[config.mk]
export PLATFORM = sky130hd
export DESIGN_NAME = pipeline_bubble_injector
export DESIGN_NICKNAME = d
export VERILOG_FILES = /design/src/rtl/pipeline_pkg.sv /design/src/rtl/load_use_detect.sv /design/src/rtl/pipeline_bubble_injector.sv
export SDC_FILE = /design/constraint.sdc
export NUM_CORES = 1
export LEC_CHECK = 0
export CAP_MARGIN = 20
export CORE_MARGIN = 2
export CORE_UTILIZATION = 42
export DETAILED_ROUTE_END_ITERATION = 16
export GPL_ROUTABILITY_DRIVEN = 0
export HOLD_SLACK_MARGIN = 0.05
export PLACE_DENSITY = 0.79
export RECOVER_POWER = 100
export SLEW_MARGIN = 10
export SYNTH_ARGS = -nofsm -noshare
export SYNTH_HDL_FRONTEND = slang
export SYNTH_SLANG_ARGS = --single-unit
[constraint.sdc]
create_clock -name clock -period 1.92 [get_ports clock]
set_input_delay 0.192 -clock clock [delete_from_list [all_inputs] [get_ports clock]]
set_output_delay 0.192 -clock clock [all_outputs]
set_load 0.02 [all_outputs]
[src/rtl/pipeline_pkg.sv]
// Shared widths, the NOP encoding and the hazard-controller state type
// for the ID/EX bubble injector.
package pipeline_pkg;
  localparam int OPCODE_W = 6;
  localparam int REG_W    = 5;

  localparam logic [OPCODE_W-1:0] NOP_OPCODE = 6'b000000;

  typedef enum logic {
    RUN        = 1'b0,
    LOAD_STALL = 1'b1
  } bubble_state_t;
endpackage

[src/rtl/load_use_detect.sv]
// Combinational load-use detector. It flags an ID instruction that reads the
// destination of a load that currently sits in EX.
module load_use_detect
  import pipeline_pkg::*;
(
  input  logic             ex_valid,
  input  logic             ex_mem_read,
  input  logic [REG_W-1:0] ex_rt,
  input  logic             id_valid,
  input  logic [REG_W-1:0] id_rs,
  input  logic [REG_W-1:0] id_rt,
  output logic             hazard
);
  // r0 is hard-wired zero, so a load into it never creates a dependency.
  assign hazard = id_valid & ex_valid & ex_mem_read & (ex_rt != '0) &
                  ((ex_rt == id_rs) | (ex_rt == id_rt));
endmodule

[src/rtl/pipeline_bubble_injector.sv]
// ID/EX pipeline register with bubble injection on load-use hazards and
// taken branches, plus the PC / IF-ID hazard-control lines.
module pipeline_bubble_injector
  import pipeline_pkg::*;
#(
  parameter int CTRL_WIDTH   = 8,
  parameter int STALL_CYCLES = 1,
  parameter int CNT_WIDTH    = 16
) (
  input  logic                  clock,
  input  logic                  reset,
  input  logic                  id_valid,
  input  logic [OPCODE_W-1:0]   id_opcode,
  input  logic [REG_W-1:0]      id_rs,
  input  logic [REG_W-1:0]      id_rt,
  input  logic [REG_W-1:0]      id_rd,
  input  logic                  id_mem_read,
  input  logic [CTRL_WIDTH-1:0] id_ctrl,
  input  logic                  branch_taken,
  output logic                  ex_valid,
  output logic [OPCODE_W-1:0]   ex_opcode,
  output logic [REG_W-1:0]      ex_rs,
  output logic [REG_W-1:0]      ex_rt,
  output logic [REG_W-1:0]      ex_rd,
  output logic                  ex_mem_read,
  output logic [CTRL_WIDTH-1:0] ex_ctrl,
  output logic                  pc_write,
  output logic                  ifid_write,
  output logic                  ifid_flush,
  output logic [CNT_WIDTH-1:0]  bubble_count
);
  bubble_state_t         state_q, state_d;
  logic [2:0]            cnt_q, cnt_d;
  logic [CNT_WIDTH-1:0]  bubble_count_q, bubble_count_d;
  logic                  ex_valid_q, ex_mem_read_q;
  logic [OPCODE_W-1:0]   ex_opcode_q;
  logic [REG_W-1:0]      ex_rs_q, ex_rt_q, ex_rd_q;
  logic [CTRL_WIDTH-1:0] ex_ctrl_q;
  logic                  hazard;
  logic                  bubble;

  load_use_detect u_detect (
    .ex_valid    (ex_valid_q),
    .ex_mem_read (ex_mem_read_q),
    .ex_rt       (ex_rt_q),
    .id_valid    (id_valid),
    .id_rs       (id_rs),
    .id_rt       (id_rt),
    .hazard      (hazard)
  );

  always_comb begin
    state_d    = state_q;
    cnt_d      = cnt_q;
    pc_write   = 1'b1;
    ifid_write = 1'b1;
    ifid_flush = 1'b0;
    bubble     = 1'b0;
    if (!reset) begin
      case (state_q)
        RUN: begin
          if (branch_taken) begin
            ifid_flush = 1'b1;
            bubble     = 1'b1;
          end else if (hazard) begin
            pc_write   = 1'b0;
            ifid_write = 1'b0;
            bubble     = 1'b1;
            if (STALL_CYCLES > 1) begin
              state_d = LOAD_STALL;
              cnt_d   = 3'(STALL_CYCLES - 1);
            end
          end
        end
        LOAD_STALL: begin
          bubble = 1'b1;
          if (branch_taken) begin
            ifid_flush = 1'b1;
            state_d    = RUN;
            cnt_d      = '0;
          end else begin
            pc_write   = 1'b0;
            ifid_write = 1'b0;
            cnt_d      = cnt_q - 3'd1;
            if (cnt_q == 3'd1) state_d = RUN;
          end
        end
        default: state_d = RUN;
      endcase
    end
  end

  always_comb begin
    bubble_count_d = bubble_count_q;
    if (bubble && (bubble_count_q != '1)) bubble_count_d = bubble_count_q + CNT_WIDTH'(1);
  end

  always_ff @(posedge clock) begin
    if (reset) begin
      state_q        <= RUN;
      cnt_q          <= '0;
      bubble_count_q <= '0;
      ex_valid_q     <= 1'b0;
      ex_opcode_q    <= NOP_OPCODE;
      ex_rs_q        <= '0;
      ex_rt_q        <= '0;
      ex_rd_q        <= '0;
      ex_mem_read_q  <= 1'b0;
      ex_ctrl_q      <= '0;
    end else begin
      state_q        <= state_d;
      cnt_q          <= cnt_d;
      bubble_count_q <= bubble_count_d;
      if (bubble) begin
        ex_valid_q    <= 1'b0;
        ex_opcode_q   <= NOP_OPCODE;
        ex_rs_q       <= '0;
        ex_rt_q       <= '0;
        ex_rd_q       <= '0;
        ex_mem_read_q <= 1'b0;
        ex_ctrl_q     <= '0;
      end else begin
        ex_valid_q    <= id_valid;
        ex_opcode_q   <= id_opcode;
        ex_rs_q       <= id_rs;
        ex_rt_q       <= id_rt;
        ex_rd_q       <= id_rd;
        ex_mem_read_q <= id_mem_read;
        ex_ctrl_q     <= id_ctrl;
      end
    end
  end

  assign ex_valid     = ex_valid_q;
  assign ex_opcode    = ex_opcode_q;
  assign ex_rs        = ex_rs_q;
  assign ex_rt        = ex_rt_q;
  assign ex_rd        = ex_rd_q;
  assign ex_mem_read  = ex_mem_read_q;
  assign ex_ctrl      = ex_ctrl_q;
  assign bubble_count = bubble_count_q;
endmodule
==> results.json <==
{
  "status": "completed",
  "yosysUniqueCellTypes": 36,
  "synth_seq_cells": 51,
  "grt_pass1_vias": 1848,
  "drc_errors": 0,
  "coreArea_um2": 4692,
  "firstDrtPassIters": 4,
  "holdWs_ps": 417.3,
  "final_nets": 359,
  "pin_count": 84,
  "syn_area_um2": 2038,
  "cp_max_fo": 6,
  "busiest_layer": "met2",
  "synth.most_common_cell": "dfxtp_1",
  "cp-start-kind": "flip-flop",
  "multiInputGateArea_um2": 1007,
  "cts_max_level": 2,
  "grt_use_met3": 0.06996,
  "cap_viol_max_count": 0,
  "die_y_um": 73.66,
  "initial_core_util": 0.4344,
  "clock_skew_ps": 7.390,
  "rsz0062_at_grt": "true",
  "drv_slew": 0,
  "p_per_area_nw_per_um2": 622.4,
  "fin_setup_tns_ps": 0,
  "ant_nets": 0,
  "grt_overflow": 0,
  "antenna_found_initial": 0,
  "use_met1": 0.2239,
  "p_total_mw": 2.022,
  "cts.clk_slew.worst_paths_ps": 90,
  "drive_gt1_frac": 0.1765,
  "synthTopCellsByArea": "dfxtp_1, and2_1, xnor2_1",
  "min_period_ps": 1869,
  "slew_headroom": 0.7573,
  "p_sw_uw": 510.8,
  "setup_viol": 0,
  "dp_cells": 366,
  "row_count": 25,
  "clkPwrFrac": 0.314,
  "numPortBuffers": 83,
  "clk_latency_ps": 310,
  "met2_usage": 0.3343,
  "synth_top_area_share": 0.5009,
  "cts_tree": "yes",
  "die_area_um2": 5426,
  "fmax_mhz": 535.1,
  "antenna-diode-count": 0,
  "required_ps": 2160,
  "ys_seq_area_frac": 0.5009,
  "via_per_inst": 5.196,
  "yosys_warnings": 0,
  "netSwitchingFraction": 0.2527,
  "finalHoldViolCount": 0,
  "ff_latch_area_um2": 1028,
  "ys.flop_type": "dfxtp_1",
  "cts_hold_buf": 0,
  "clockRootBuffer": "clkbuf_8",
  "drt_wl_total_mm": 5.225,
  "synth.net_count": 254,
  "routedWlPerCell_um": 13.86,
  "synth_edf_count": 0,
  "critical_path_class": "reg -> reg",
  "endpoint_kind": "flip-flop",
  "synth_top_area_cell": "dfxtp_1",
  "hpwl_mm": 3.635,
  "synthCells": 217,
  "grt_max_degree": 32,
  "ir_worst_vdd_uv": 430.5,
  "synthArstFlopShare": 0,
  "finalCritPeriodShare": 0.9734,
  "fin_util": 0.6923,
  "finalNonFillerCells": 377,
  "grt_pass1_wl_mm": 8.142,
  "synth_area_per_cell_um2": 9.393,
  "clk_path_buf_depth": 2,
  "cellLeakagePower_nw": 1.306,
  "synth_top_cells_by_count": "dfxtp_1, and2_1, a21oi_1, nand3_1",
  "cts.sinks": 51,
  "holdCritPathClass": "in -> reg",
  "area_delta_synth_final_pct": 59.36,
  "p_comb_frac": 0.141,
  "intPower_mw": 1.511,
  "worst_slew_pin_slew_ps": 361.3,
  "vias": 1959,
  "cts_buffers": 5,
  "p_seq_frac": 0.545,
  "fill_cells": 372,
  "fp.dieW_um": 73.66,
  "arrival_ps": 2110,
  "first_iter_violations": 180,
  "track_usage": 0.1962
}
-- critical path, stage by stage (launching register included) --
cell	delay [ps]
dfxtp_1	370
buf_4	140
and4_2	270
nand2_1	110
nor3b_2	210
inv_1	110
or3_2	440
a21oi_2	150
-- repair_timing --
action	4_1_cts	5_1_grt
cloned	0	1
gates resized for setup	10	17
pin swaps	0	2
buffers inserted	0	2
setup endpoints to repair	12	17
-- layout by cell type, fill, tap and decap left out, types with 3 or more instances in the layout --
cell / count
dlygate4sd3_1: 29
dfxtp_2: 6
or3_1: 7
dfxtp_1: 45
mux2i_1: 3
o21ai_0: 11
clkdlybuf4s50_1: 51
a21oi_1: 13
and2_1: 32
nand4_1: 3
ha_1: 3
xnor2_1: 8
o31ai_1: 3
nand2_1: 9
clkbuf_8: 5
nor2_1: 11
nand3_1: 13
buf_4: 22
inv_1: 9
a21oi_2: 4
or4_1: 3
-- routing by layer --
metal / up-vias / routed length (µm)
li1: 965 / -
met1: 910 / 2113
met2: 76 / 2637
met3: 8 / 407
met4: 0 / 67
met5: - / 0
-- cells by family after synthesis --
| family | synth area share |
|---|---|
| simple gates | 0.2566 |
| flops | 0.5009 |
| compound gates | 0.1197 |
| buf+inv | 0.04236 |
| xor+xnor | 0.04727 |
| mux | 0.01473 |
| fa+ha+maj | 0.01842 |
-- layout make-up --
cell class | count | area share
clock buffers | 5 | 0.02119
clock inverters | 3 | 0.006934
inverters | 9 | 0.01040
multi-input cells | 148 | 0.3101
flip-flops and latches | 51 | 0.3166
well taps | 54 | 0.02080
repair buffers | 107 | 0.3139
-- sequential cells by signal, summed over array words and instances, names as in the netlist --
signal,count
ex_opcode,6
cnt_q,3
state_q,1
ex_mem_read,1
ex_rd,5
bubble_count,16
ex_valid,1
ex_rs,5
ex_rt,5
ex_ctrl,8
-- stage by stage --
stage	cell area [µm²]	setup WS, ps
after floorplan	2039	9.209
after global placement	3068	-166.4
after detailed placement	3068	-220.5
after CTS	3177	4.299
after global routing	3248	-19.37
final	3248	51.17
-- path summary, 6_finish.rpt --
path,depth (start not counted),slack (ps),startpoint,end
setup / recovery,7,50,bubble_count[8],bubble_count[11]
hold / removal,4,420,branch_taken,state_q
setup reg to reg,7,50,bubble_count[8],bubble_count[11]
hold reg to reg,2,470,cnt_q[2],state_q
-- power by group through the flow --
stage	logic, mW	clock network, mW	registers, mW
finish	0.285	0.634	1.10
global route	0.308	0.687	1.11
CTS	0.283	0.653	1.10
detailed placement	0.280	0	1.13
global placement	0.276	0	1.13
floorplan	0.0738	0	1.17
Note: power is estimated with default switching activity, not from simulation.
